### src/rtl/instr_fetch_pkg.sv
// Shared processor definitions for the fetch stage: word width, bubble word,
// HALT opcode and the fetch FSM state encoding.
package instr_fetch_pkg;

  localparam int XLEN = 16;

  localparam logic [XLEN-1:0] NOP_WORD_DEFAULT = 16'h0800;
  localparam logic [4:0]      HALT_OPCODE      = 5'b00000;

  typedef enum logic [1:0] {
    IDLE   = 2'd0,
    REQ    = 2'd1,
    WAIT   = 2'd2,
    HALTED = 2'd3
  } fetch_state_t;

  function automatic logic is_halt(input logic [XLEN-1:0] word);
    return word[15:11] == HALT_OPCODE;
  endfunction

endpackage

### src/rtl/instr_fetch_skid_buf.sv
// One-entry skid buffer that parks a fetched word (and its pc+2) while decode
// is stalled. Clear wins over load, load wins over drain.
module fetch_skid_buf
  import instr_fetch_pkg::*;
(
  input  logic            clk,
  input  logic            rst,
  input  logic            load,
  input  logic            drain,
  input  logic            clear,
  input  logic [XLEN-1:0] load_word,
  input  logic [XLEN-1:0] load_pc2,
  output logic            full,
  output logic [XLEN-1:0] word,
  output logic [XLEN-1:0] pc2
);

  logic            full_reg;
  logic [XLEN-1:0] word_reg;
  logic [XLEN-1:0] pc2_reg;

  always_ff @(posedge clk or negedge rst) begin
    if (!rst) begin
      full_reg <= 1'b0;
      word_reg <= '0;
      pc2_reg  <= '0;
    end else if (clear) begin
      full_reg <= 1'b0;
    end else if (load) begin
      full_reg <= 1'b1;
      word_reg <= load_word;
      pc2_reg  <= load_pc2;
    end else if (drain) begin
      full_reg <= 1'b0;
    end
  end

  assign full = full_reg;
  assign word = word_reg;
  assign pc2  = pc2_reg;

endmodule

### src/rtl/instr_fetch.sv
// Instruction fetch stage: single-outstanding request to instruction memory,
// one-entry output register to decode, skid buffer for stalls, redirect flush.
module instr_fetch
  import instr_fetch_pkg::*;
#(
  parameter logic [XLEN-1:0] RESET_PC = 16'h0000,
  parameter logic [XLEN-1:0] NOP_WORD = NOP_WORD_DEFAULT
)
(
  input  logic            clk,
  input  logic            rst,
  input  logic            stall,
  input  logic            redirect,
  input  logic [XLEN-1:0] redirect_pc,
  output logic            imem_req,
  output logic [XLEN-1:0] imem_addr,
  input  logic            imem_gnt,
  input  logic            imem_rvalid,
  input  logic [XLEN-1:0] imem_rdata,
  output logic [XLEN-1:0] instruction,
  output logic [XLEN-1:0] pc_plus2,
  output logic            if_valid,
  output logic            id_HALT,
  output logic            err
);

  fetch_state_t    state_reg, state_next;
  logic [XLEN-1:0] pc_reg, pc_next;
  logic [XLEN-1:0] out_word_reg, out_word_next;
  logic [XLEN-1:0] out_pc2_reg, out_pc2_next;
  logic            out_valid_reg, out_valid_next;
  logic            drop_reg, drop_next;
  logic            err_reg, err_next;

  logic            skid_load, skid_drain, skid_clear, skid_full;
  logic [XLEN-1:0] skid_word, skid_pc2;
  logic            req_fire;

  fetch_skid_buf u_skid (
    .clk       (clk),
    .rst       (rst),
    .load      (skid_load),
    .drain     (skid_drain),
    .clear     (skid_clear),
    .load_word (imem_rdata),
    .load_pc2  (pc_reg + 16'd2),
    .full      (skid_full),
    .word      (skid_word),
    .pc2       (skid_pc2)
  );

  // A pending drop means the old request is still in flight, so the new one waits.
  assign imem_req  = (state_reg == REQ) && !drop_reg && !skid_full;
  assign imem_addr = pc_reg;
  assign req_fire  = imem_req && imem_gnt;

  always_ff @(posedge clk or negedge rst) begin
    if (!rst) begin
      state_reg     <= IDLE;
      pc_reg        <= RESET_PC;
      out_word_reg  <= NOP_WORD;
      out_pc2_reg   <= RESET_PC + 16'd2;
      out_valid_reg <= 1'b0;
      drop_reg      <= 1'b0;
      err_reg       <= 1'b0;
    end else begin
      state_reg     <= state_next;
      pc_reg        <= pc_next;
      out_word_reg  <= out_word_next;
      out_pc2_reg   <= out_pc2_next;
      out_valid_reg <= out_valid_next;
      drop_reg      <= drop_next;
      err_reg       <= err_next;
    end
  end

  always_comb begin
    state_next     = state_reg;
    pc_next        = pc_reg;
    out_word_next  = out_word_reg;
    out_pc2_next   = out_pc2_reg;
    out_valid_next = out_valid_reg;
    drop_next      = drop_reg;
    err_next       = err_reg;
    skid_load      = 1'b0;
    skid_drain     = 1'b0;
    skid_clear     = 1'b0;

    if (redirect) begin
      pc_next        = redirect_pc;
      skid_clear     = 1'b1;
      out_word_next  = NOP_WORD;
      out_valid_next = 1'b0;
      state_next     = REQ;
      // Any response still owed by memory must be thrown away when it lands.
      drop_next      = (((state_reg == WAIT) || drop_reg) && !imem_rvalid) || req_fire;
      if (redirect_pc[0]) begin
        err_next = 1'b1;
      end
    end else begin
      if (!stall) begin
        if (skid_full) begin
          out_word_next  = skid_word;
          out_pc2_next   = skid_pc2;
          out_valid_next = 1'b1;
          pc_next        = skid_pc2;
          skid_drain     = 1'b1;
          if (is_halt(skid_word)) begin
            state_next = HALTED;
          end
        end else if (state_reg != HALTED) begin
          out_word_next  = NOP_WORD;
          out_valid_next = 1'b0;
        end
      end

      case (state_reg)
        IDLE: state_next = REQ;
        REQ: begin
          if (drop_reg) begin
            if (imem_rvalid) begin
              drop_next = 1'b0;
            end
          end else if (req_fire) begin
            state_next = WAIT;
          end
        end
        WAIT: begin
          if (imem_rvalid) begin
            state_next = REQ;
            if (stall) begin
              skid_load = 1'b1;
            end else begin
              out_word_next  = imem_rdata;
              out_pc2_next   = pc_reg + 16'd2;
              out_valid_next = 1'b1;
              pc_next        = pc_reg + 16'd2;
              if (is_halt(imem_rdata)) begin
                state_next = HALTED;
              end
            end
          end
        end
        HALTED: state_next = HALTED;
        default: state_next = IDLE;
      endcase
    end
  end

  assign instruction = out_word_reg;
  assign pc_plus2    = out_pc2_reg;
  assign if_valid    = out_valid_reg;
  assign id_HALT     = out_valid_reg && is_halt(out_word_reg);
  assign err         = err_reg;

endmodule

### config.mk
export PLATFORM = sky130hd
export DESIGN_NAME = instr_fetch
export DESIGN_NICKNAME = d
export VERILOG_FILES = /design/src/rtl/instr_fetch_pkg.sv /design/src/rtl/instr_fetch_skid_buf.sv /design/src/rtl/instr_fetch.sv
export SDC_FILE = /design/constraint.sdc
export NUM_CORES = 1
export LEC_CHECK = 0
export BUFFER_PORTS_ARGS = -buffer_cell sky130_fd_sc_hd__buf_2
export CAP_MARGIN = 5
export CORE_UTILIZATION = 55
export DETAILED_ROUTE_END_ITERATION = 8
export PLACE_DENSITY_LB_ADDON = 0.05
export SLEW_MARGIN = 20
export SYNTH_ARGS = -nofsm -noshare
export SYNTH_HDL_FRONTEND = slang
export SYNTH_SLANG_ARGS = --single-unit
### constraint.sdc
create_clock -name clk -period 1.9 [get_ports clk]
set_input_delay 0.19 -clock clk [delete_from_list [all_inputs] [get_ports clk]]
set_output_delay 0.19 -clock clk [all_outputs]
set_load 0.1 [all_outputs]
==> impl_metrics.tcl, run 1 <==
set metrics [dict create \
    drtAntennaViolNets 0 \
    yosysMostFrequentCell "dfrtp_1" \
    worstPathRequired_ns 1.71 \
    place_congestion 0.832 \
    final_cell_area_sq_mm 0.00535 \
    dp.cells 628 \
    finalHoldViolations 0 \
    htreeDepth 3 \
    ys_top_cells_by_area "dfrtp_1 (48%), a21oi_1 (6.4%), mux2_2 (4.6%)" \
    max_clock_freq_ghz 0.521 \
    drtPass1Iterations 4 \
    cts_tree "built" \
    synth.yosys.seq_area_share 0.489 \
    period_share 1.01 \
    vias_per_cell 5.90 \
    fin_util 0.692 \
    p_leak_nw 2.56 \
    port_buffers 89 \
    status "finished with violations" \
    cts_buffer_depth 2 \
    peakVddDrop_mv 0.534 \
    yosys-top-cells-count "dfrtp_1 (84), a21oi_1 (56), nor2_1 (46), nand2_1 (36), o21ai_0 (29)" \
    crit_arrival_ns 1.73 \
    overflow 0 \
    start_util 0.570 \
    fill_cells 596 \
    pre_cts_slack_ns 0.209 \
    first_iter_violations 163 \
    crit_start "instruction[12]" \
    via_count 3812 \
    antenna_found_initial 0 \
    synth-async-reset-ratio 1.00 \
    max_slew_margin 0.596 \
    violations "setup timing" \
    fin_ws_ns -0.0194 \
    regArea_sq_mm 0.00218 \
    synth-edff-count 0 \
    finalClockSkew_ns 0.00970 \
    synth_ff_type "dfrtp_1" \
    ioPinCount 90 \
    place_area_sq_mm 0.00512 \
    die_y_microns 91.5 \
    synth.distinct_cells 58 \
    layout_min_cycle_time_ns 1.92 \
    rows 32 \
    layout-area-overhead-vs-synth_pct 21.3 \
    synth_area_per_cell_sq_um 10.0 \
    endpoint_kind "primary output" \
    coreArea_sq_mm 0.00773 \
    netlist_instances 439 \
    slew_viol_final 0 \
    synth.yosys.warnings 0 \
    cts-root-buf "clkbuf_8" \
    yosysTopAreaCell "dfrtp_1" \
    synth.top_cell.area_share 0.477 \
    worstPathMaxFanout 2 \
    grt_max_degree 38 \
    grt_util_all_layers 0.290 \
    grt_setup_unrepaired "true" \
    grt_pass1_wl_mm 18.8 \
    ys_seq_elements 86 \
    hpwlAfterDp_mm 8.04 \
    cts-buffers-inserted 9 \
    drcViolationCount 0 \
    hold_ws_ns 0.0281 \
    die_area_sq_mm 0.00838 \
    worstMarginPinSlew_ns 0.603 \
    grt_pass1_vias 3691 \
    regToRegStartpoint "imem_addr[1]" \
    routedWlPerCell_microns 17.7 \
    die_w_microns 91.5 \
    wirelength_mm 11.4 \
    multiInputGateArea_sq_mm 0.00207 \
    clk_latency_ns 0.36 \
    hold_path_class "primary input to flip-flop" \
    drv_cap 0 \
    crit_type "flip-flop to primary output" \
    clock_sinks 86 \
    finalNetCount 578 \
    stdcell_count 646 \
    start_kind "flip-flop" \
    hp-start "redirect_pc[4]" \
    syn_area_sq_mm 0.00441 \
    syn-num-nets 478 \
    clk_pin_slew_ns 0.08 \
    drive_gt1_frac 0.364 \
    antenna-diode-count 0 \
    powerDensity_mw_per_mm2 1080 \
    finalSetupViolCount 1 \
]
==> area by class of cell <==
type / count / area share
Sequential cell: 86 / 0.408
Multi-Input combinational cell: 313 / 0.388
Timing Repair Buffer: 118 / 0.133
Clock buffer: 11 / 0.0283
Tap cell: 102 / 0.0239
Clock inverter: 5 / 0.0108
Inverter: 11 / 0.00772
==> layer usage <==
metal | wire length (microns) | track usage
met1 | 5130 | 0.393
met2 | 5440 | 0.470
met3 | 611 | 0.0335
met4 | 223 | 0.130
met5 | 0 | 0
==> worst paths after layout <==
| kind | end | slack (ns) | cells after the start |
|---|---|---|---|
| worst min-delay path | imem_addr[4] | 0.03 | 3 |
| worst max register to register | imem_addr[11] | 0.18 | 6 |
| worst min register to register | err | 0.46 | 1 |
| worst max-delay path | id_HALT | -0.02 | 3 |
| max in group asynchronous | imem_addr[11] | 0.89 | 3 |
| min in group asynchronous | imem_addr[6] | 0.34 | 2 |
==> cells in the final DEF (no fill, tap or decap), drive strengths merged, types with 5 or more instances in the layout <==
cell type    n
a21oi       56
mux2        25
o22ai       12
and3         7
a31oi        5
nand2       37
clkbuf      12
buf        116
inv         10
nor3         9
clkinv       5
nor2        50
a221oi      10
a22o         6
mux2i        9
xnor2        9
nand3        6
dfrtp       84
o21ai       32
==> stage by stage <==
| stage | power, mW | setup TNS, ns |
|---|---|---|
| after floorplan | 4.03 | -1.08 |
| after global placement | 4.43 | 0 |
| after detailed placement | 4.47 | 0 |
| after CTS | 5.80 | -0.0319 |
| after global routing | 6.02 | -0.0615 |
| final | 5.78 | -0.0194 |
==> kinds of logic (layout without fill, tap and decap cells) <==
kind of cell,Yosys count,in the layout,share of synthesized area
adder cells (fa/ha/maj),1,1,0.00284
multiplexers,34,34,0.0903
XOR/XNOR,13,13,0.0258
flip-flops,86,86,0.489
buffers and inverters,40,145,0.0483
AO/OA/AOI/OAI,138,138,0.199
AND/OR/NAND/NOR,127,127,0.145
==> critical path: stages, from the launching register on <==
cell and delay [ns]:
dfrtp_4 0.48, or4b_4 0.53, nor3_4 0.17, buf_12 0.20
==> report_power, final <==
| group | internal [mW] | switching, mW | total [mW] |
|---|---|---|---|
| sequential | 2.14 | 0.244 | 2.38 |
| combinational | 0.469 | 1.60 | 2.07 |
| clock | 0.680 | 0.651 | 1.33 |
| total | 3.28 | 2.49 | 5.78 |
==> timing repair <==
action	4_1_cts	5_1_grt
setup endpoints to repair	1	2
endpoints found under the hold margin	34	0
resized for setup	0	1
hold buffers	1	0
pin swaps	2	0
buffers inserted	1	0
Note: power is estimated with default switching activity, not from simulation.
==> run 2, diff against run 1 <==
Settings changed: ABC_AREA from default to 1, MAX_ROUTING_LAYER from default to met4.
==> run 2 against run 1 <==
  * Largest power group unchanged
  * First-iteration DRC count increased by 100%
  * Critical endpoint is now imem_req
  * Flip-flop and latch count stayed put
  * Final area up 2.3%
  * Sequential power down 4%
  * The flow now finishes without violations
  * Non-clock buffer count fell by 13
  * Register-to-register slack worse by 0.02 ns
  * Critical path depth down 1
  * Global-route usage is 1.7 points higher
  * Combinational power fell by 14%
  * Worst setup slack better by 0.11 ns
  * Core utilization fell by 2.6 points
==> impl_metrics.tcl, run 2 <==
set metrics [dict create \
    status "completed" \
    cts-buffers-inserted 9 \
    finalHoldViolations 0 \
    layout_min_cycle_time_ns 1.81 \
    antenna_found_initial 0 \
    ys_top_cells_by_area "dfrtp_1 (45%), nand2_1 (20%), nand3_1 (6.9%)" \
    finalNetCount 771 \
    regToRegStartpoint "state_reg[0]" \
    drcViolationCount 0 \
    r2r_cells 8 \
    grt_setup_unrepaired "false" \
    drtAntennaViolNets 0 \
    synth.top_cell.area_share 0.450 \
    final_common_cell "nand2_1" \
    rows 33 \
    grt_pass1_vias 4329 \
    grt_util_all_layers 0.308 \
    cts-root-buf "clkbuf_8" \
    antenna-diode-count 0 \
    wirelength_mm 12.2 \
    worstPathMaxFanout 7 \
    synthSimpleGateAreaFrac 0.340 \
    netlist_instances 646 \
    synth.yosys.warnings 0 \
    fin_util 0.665 \
    period_share 0.951 \
    hold_depth 3 \
    drtPass1Iterations 5 \
    ioPinCount 90 \
    synth_area_per_cell_sq_um 7.22 \
    first_iter_violations 331 \
    synth_xor_area_frac 0.00563 \
    syn_area_sq_mm 0.00467 \
    synthMuxAreaShare 0 \
    powerDensity_mw_per_mm2 1010 \
    port_buffers 89 \
    place_congestion 0.833 \
    via_count 4638 \
    cts_tree "built" \
    cts_buffer_depth 2 \
    start_kind "flip-flop" \
    die_y_microns 94.1 \
    drv_cap 0 \
    holdPathEnd "imem_addr[3]" \
    layout-area-overhead-vs-synth_pct 17.1 \
    totalPowerFinal_mw 5.55 \
    clock_sinks 86 \
    crit_arrival_ns 1.62 \
    worstMarginPinSlew_ns 0.531 \
    fill_cells 735 \
    vias_per_cell 5.51 \
    grt_max_degree 40 \
    syn-num-nets 685 \
    synth_ff_type "dfrtp_1" \
    synth-edff-count 0 \
    synth.distinct_cells 36 \
    max_slew_margin 0.646 \
    synth_top_family_by_area "simple AND/OR/NAND/NOR gates" \
    overflow 0 \
    hp-start "redirect_pc[3]" \
    yosys-top-cells-count "nand2_1 (246), dfrtp_1 (84), nand3_1 (64), nor2_1 (54), inv_1 (49)" \
    tns_ns 0 \
    routedWlPerCell_microns 14.5 \
    yosysMostFrequentCell "nand2_1" \
    worstPathRequired_ns 1.71 \
    peakVddDrop_mv 0.689 \
    grt_pass1_wl_mm 20.5 \
    slew_viol_final 0 \
    yosys.area_share.adder 0.00268 \
    multiInputGateArea_sq_mm 0.00214 \
    yosysTopAreaCell "dfrtp_1" \
    drive_gt1_frac 0.198 \
    finalSetupViolCount 0 \
    htreeDepth 3 \
    max_clock_freq_ghz 0.553 \
    clk_pin_slew_ns 0.10 \
    endpoint_kind "primary output" \
    crit_type "flip-flop to primary output" \
    die_w_microns 94.1 \
    coreArea_sq_mm 0.00822 \
    synth.yosys.seq_area_share 0.462 \
    synth_compound_area_frac 0.104 \
    finalClockSkew_ns 0.0116 \
    hpwlAfterDp_mm 8.20 \
    ys_seq_elements 86 \
    die_area_sq_mm 0.00886 \
    p_leak_nw 2.94 \
    start_util 0.568 \
    synth-async-reset-ratio 1.00 \
    final_cell_mix "nand2_1 (246), buf_2 (87), dfrtp_1 (75)" \
    regToRegSetupSlack_ns 0.16 \
    hold_path_class "primary input to flip-flop" \
    rr_endpoint "imem_addr[0]" \
    post-cts-setup-buffer-count 0 \
    regArea_sq_mm 0.00217 \
    clk_latency_ns 0.37 \
]
## run 2: cell types whose count changed after synthesis, moves of 8 or more
cell,change
a21oi_1,-35
inv_1,+39
mux2_2,-18
mux2i_1,-9
nand2_1,+210
nand3_1,+59
nor2_1,+8
o21ai_0,+11
o22ai_1,-11
xnor2_1,-8
## run 2: logic make-up (layout without fill, tap and decap cells)
kind of cell / after synthesis / in the layout
and+or+nand+nor: 383 / 383
AOI/OAI and AO/OA: 88 / 88
adders and majority gates: 1 / 1
buffers and inverters: 85 / 176
xor gates and xnor gates: 3 / 3
DFF: 86 / 86
## run 2: per-stage QoR
| step | hold slack, ns | instance area, sq um | worst slack, ns | std cells |
|---|---|---|---|---|
| 2_1_floorplan | -0.106 | 4710 | 0.00374 | 646 |
| 3_3_place_gp | 0.194 | 5230 | 0.265 | 825 |
| 3_5_place_dp | 0.207 | 5230 | 0.191 | 825 |
| 4_1_cts | 0.00253 | 5460 | 0.0323 | 842 |
| 5_1_grt | 0.0158 | 5470 | 0.0290 | 842 |
| 6_report | 0.00930 | 5470 | 0.0927 | 842 |
## run 2: worst max-delay path, stage by stage (launching register included)
cell and delay (ns):
dfrtp_1 0.50, nor4_4 0.29, buf_2 0.46
## run 2: metal layers
metal | track usage | routed length, microns | up-vias
li1 | - | - | 2244
met1 | 0.390 | 5290 | 2165
met2 | 0.498 | 5810 | 206
met3 | 0.0396 | 882 | 23
met4 | 0.127 | 240 | 0
met5 | - | 0 | -
## run 2: layout make-up
type,count,area share
well taps,105,0.0240
flip-flops and latches,86,0.397
inverters,55,0.0385
clock inverters,7,0.0176
multi-input cells,475,0.391
repair buffers,105,0.109
clock buffers,9,0.0227
## run 2: where the power goes
group / internal (mW) / total (mW) / switching (mW)
logic: 0.378 / 1.78 / 1.40
registers: 2.08 / 2.29 / 0.207
clock network: 0.748 / 1.48 / 0.728
total: 3.21 / 5.55 / 2.34
## run 2: what timing repair did
action,CTS,global route
endpoints found under the hold margin,33,0
endpoints found under the setup margin,0,1
hold buffers,1,0
gates resized for setup,0,1
## run 2: worst max-delay path by stage
stage                     from            to  cells past startpoint
3_5_place_dp      state_reg[0]     flip-flop                      8
5_1_grt           state_reg[0]     flip-flop                      8
2_1_floorplan  instruction[15]       id_HALT                      1
4_1_cts        instruction[12]       id_HALT                      4
3_3_place_gp      state_reg[0]  imem_addr[0]                      8
6_report          state_reg[1]      imem_req                      2
==> run 3, diff against run 2 <==
--- a/config.mk
+++ b/config.mk
@@ -11,2 +11,4 @@
 export CORE_UTILIZATION = 55
+export CTS_BUF_LIST = sky130_fd_sc_hd__clkbuf_2
+export CTS_CLUSTER_DIAMETER = 80
 export DETAILED_ROUTE_END_ITERATION = 8
==> constraint.sdc (replaced) <==
create_clock -name clk -period 1.9 [get_ports clk]
set_input_delay 0 -clock clk [delete_from_list [all_inputs] [get_ports clk]]
set_output_delay 0 -clock clk [all_outputs]
set_load 0.1 [all_outputs]
==> run 3 against run 2 <==
  * Cell count up 6.3%
  * Hold slack better by 0.15 ns
  * Fmax hardly changed
  * Final area up 8.1%
  * Flip-flop and latch count is the same
  * Clock skew grew 0.012 ns
  * Routed wire length grew 6.6%
  * Register-to-register slack about the same
  * Power is 6.9% lower
  * Combinational power up 6%
  * Critical path type unchanged
  * Largest power group unchanged
  * Highest routed layer unchanged
==> impl_metrics.tcl, run 3 (synthesis results as in run 2) <==
set metrics [dict create \
    grtUsageMet2 0.555 \
    regToRegSetupSlack_ns 0.15 \
    grtUsageMet1 0.386 \
    max_clock_freq_ghz 0.554 \
    cts-buffers-inserted 9 \
    regArea_sq_mm 0.00216 \
    stdcell_count 895 \
    clk_latency_ns 0.56 \
    endpoint_kind "primary output" \
    drive_gt1_frac 0.186 \
    max_slew_margin 0.627 \
    r2r_cells 7 \
    path_delay_family "flip-flops" \
    grt_util_all_layers 0.323 \
    crit_end "imem_req" \
    grt_max_degree 41 \
    crit_cells 2 \
    crit_start "state_reg[1]" \
    vias_per_cell 5.49 \
    final_cell_mix "nand2_1 (246), buf_2 (86), dfrtp_1 (78)" \
    wirelength_mm 13.0 \
    finalSetupViolCount 0 \
    drv_cap 0 \
    grt_pass1_wl_mm 21.4 \
    crit_arrival_ns 1.81 \
    antenna-diode-count 0 \
    routedWlPerCell_microns 14.6 \
    crit_type "flip-flop to primary output" \
    start_util 0.568 \
    layout-area-overhead-vs-synth_pct 26.6 \
    hold_path_class "primary input to flip-flop" \
    coreArea_sq_mm 0.00822 \
    cpPeakStageDelay_ns 0.56 \
    worstMarginPinSlew_ns 0.557 \
    ioPinCount 90 \
    finalClockSkew_ns 0.0240 \
    fill_cells 676 \
    layout_min_cycle_time_ns 1.81 \
    grt_setup_unrepaired "false" \
    rows 33 \
    cpMaxStageDelayCell "dfrtp_1" \
    drcViolationCount 0 \
    place_congestion 0.878 \
    period_share 0.951 \
    die_w_microns 94.1 \
    hpwlAfterDp_mm 8.21 \
    multiInputGateArea_sq_mm 0.00214 \
    crit_buf_inv 1 \
    tns_ns 0 \
    powerDensity_mw_per_mm2 874 \
    finalNetCount 824 \
    slew_viol_final 0 \
    port_buffers 89 \
    antenna_found_initial 0 \
    cts_buffer_depth 2 \
    regToRegStartpoint "state_reg[0]" \
    status "completed" \
    overflow 0 \
    drtPass1Iterations 5 \
    drtAntennaViolNets 0 \
    htreeDepth 3 \
    start_kind "flip-flop" \
    cts_tree "built" \
    globalRoute.busiestLayer "met2" \
    p_leak_nw 3.11 \
    worstPathRequired_ns 1.90 \
    worstPathMaxFanout 7 \
    die_area_sq_mm 0.00886 \
    clock_sinks 86 \
    crit_path_cell_trace "nor4_4 -> buf_4" \
    rr_endpoint "u_skid.pc2[10]" \
    first_iter_violations 293 \
    clk_pin_slew_ns 0.26 \
    via_count 4913 \
    die_y_microns 94.1 \
    peakVddDrop_mv 0.667 \
    finalHoldViolations 0 \
    final_common_cell "nand2_1" \
    grtUsageMet3 0.0469 \
    cts-root-buf "clkbuf_2" \
    grt_pass1_vias 4658 \
    dp.cells 824 \
]
==> run 3: final cells by class <==
cell class / count / share of cell area
Tap cell: 105 / 0.0222
Timing Repair Buffer: 158 / 0.194
Inverter: 55 / 0.0356
Multi-Input combinational cell: 475 / 0.362
Sequential cell: 86 / 0.366
Clock buffer: 9 / 0.00763
Clock inverter: 7 / 0.0125
==> run 3: power by group <==
group	switching (mW)	internal, mW	leakage [nW]
sequential	0.208	2.08	1.13
combinational	1.43	0.456	1.92
clock	0.690	0.303	0.0605
total	2.32	2.84	3.11
==> run 3: timing repair <==
item / 4_1_cts / 5_1_grt
setup endpoints to repair: 1 / 2
resized for setup: 1 / 1
pin swaps: 0 / 1
setup buffers: 0 / 4
hold endpoints to repair: 152 / 0
hold buffers: 51 / 0
==> run 3: worst reg2reg max path, delay by kind of cell (launching register included) <==
kind | cells | cell delay (ns)
compound gates | 1 | 0.13
buf+inv | 2 | 0.50
flops | 1 | 0.47
simple gates | 4 | 0.55
==> run 3: how the worst min path moves through the flow <==
| stage | end | cells after the start | startpoint | slack (ns) |
|---|---|---|---|---|
| 6_report | u_skid.word[3] | 4 | imem_rdata[3] | 0.16 |
| 5_1_grt | imem_addr[3] | 4 | redirect_pc[3] | 0.15 |
| 4_1_cts | u_skid.word[3] | 4 | imem_rdata[3] | 0.15 |
| 3_5_place_dp | instruction[9] | 1 | rst | -0.02 |
| 3_3_place_gp | instruction[5] | 1 | rst | -0.02 |
| 2_1_floorplan | asynchronous set/reset pin | 0 | rst | -0.30 |
==> run 3: through the flow <==
| stage | hold WS (ns) | power, mW | cell area, sq um | utilization | setup WS (ns) |
|---|---|---|---|---|---|
| finish | 0.159 | 5.16 | 5910 | 0.719 | 0.0938 |
| detailed placement | -0.0213 | 4.10 | 5220 | 0.635 | 0.149 |
| CTS | 0.145 | 5.17 | 5860 | 0.713 | 0.0249 |
| global route | 0.153 | 5.42 | 5910 | 0.719 | 0.0113 |
| floorplan | -0.296 | 3.72 | 4700 | - | 0.0154 |
| global placement | -0.0198 | 4.06 | 5220 | 0.635 | 0.219 |
==> run 3: layer usage <==
metal,share of wire,vias to the layer above
met4,0.020,0
li1,-,2346
met1,0.42,2357
met2,0.50,185
met5,0,-
met3,0.058,25
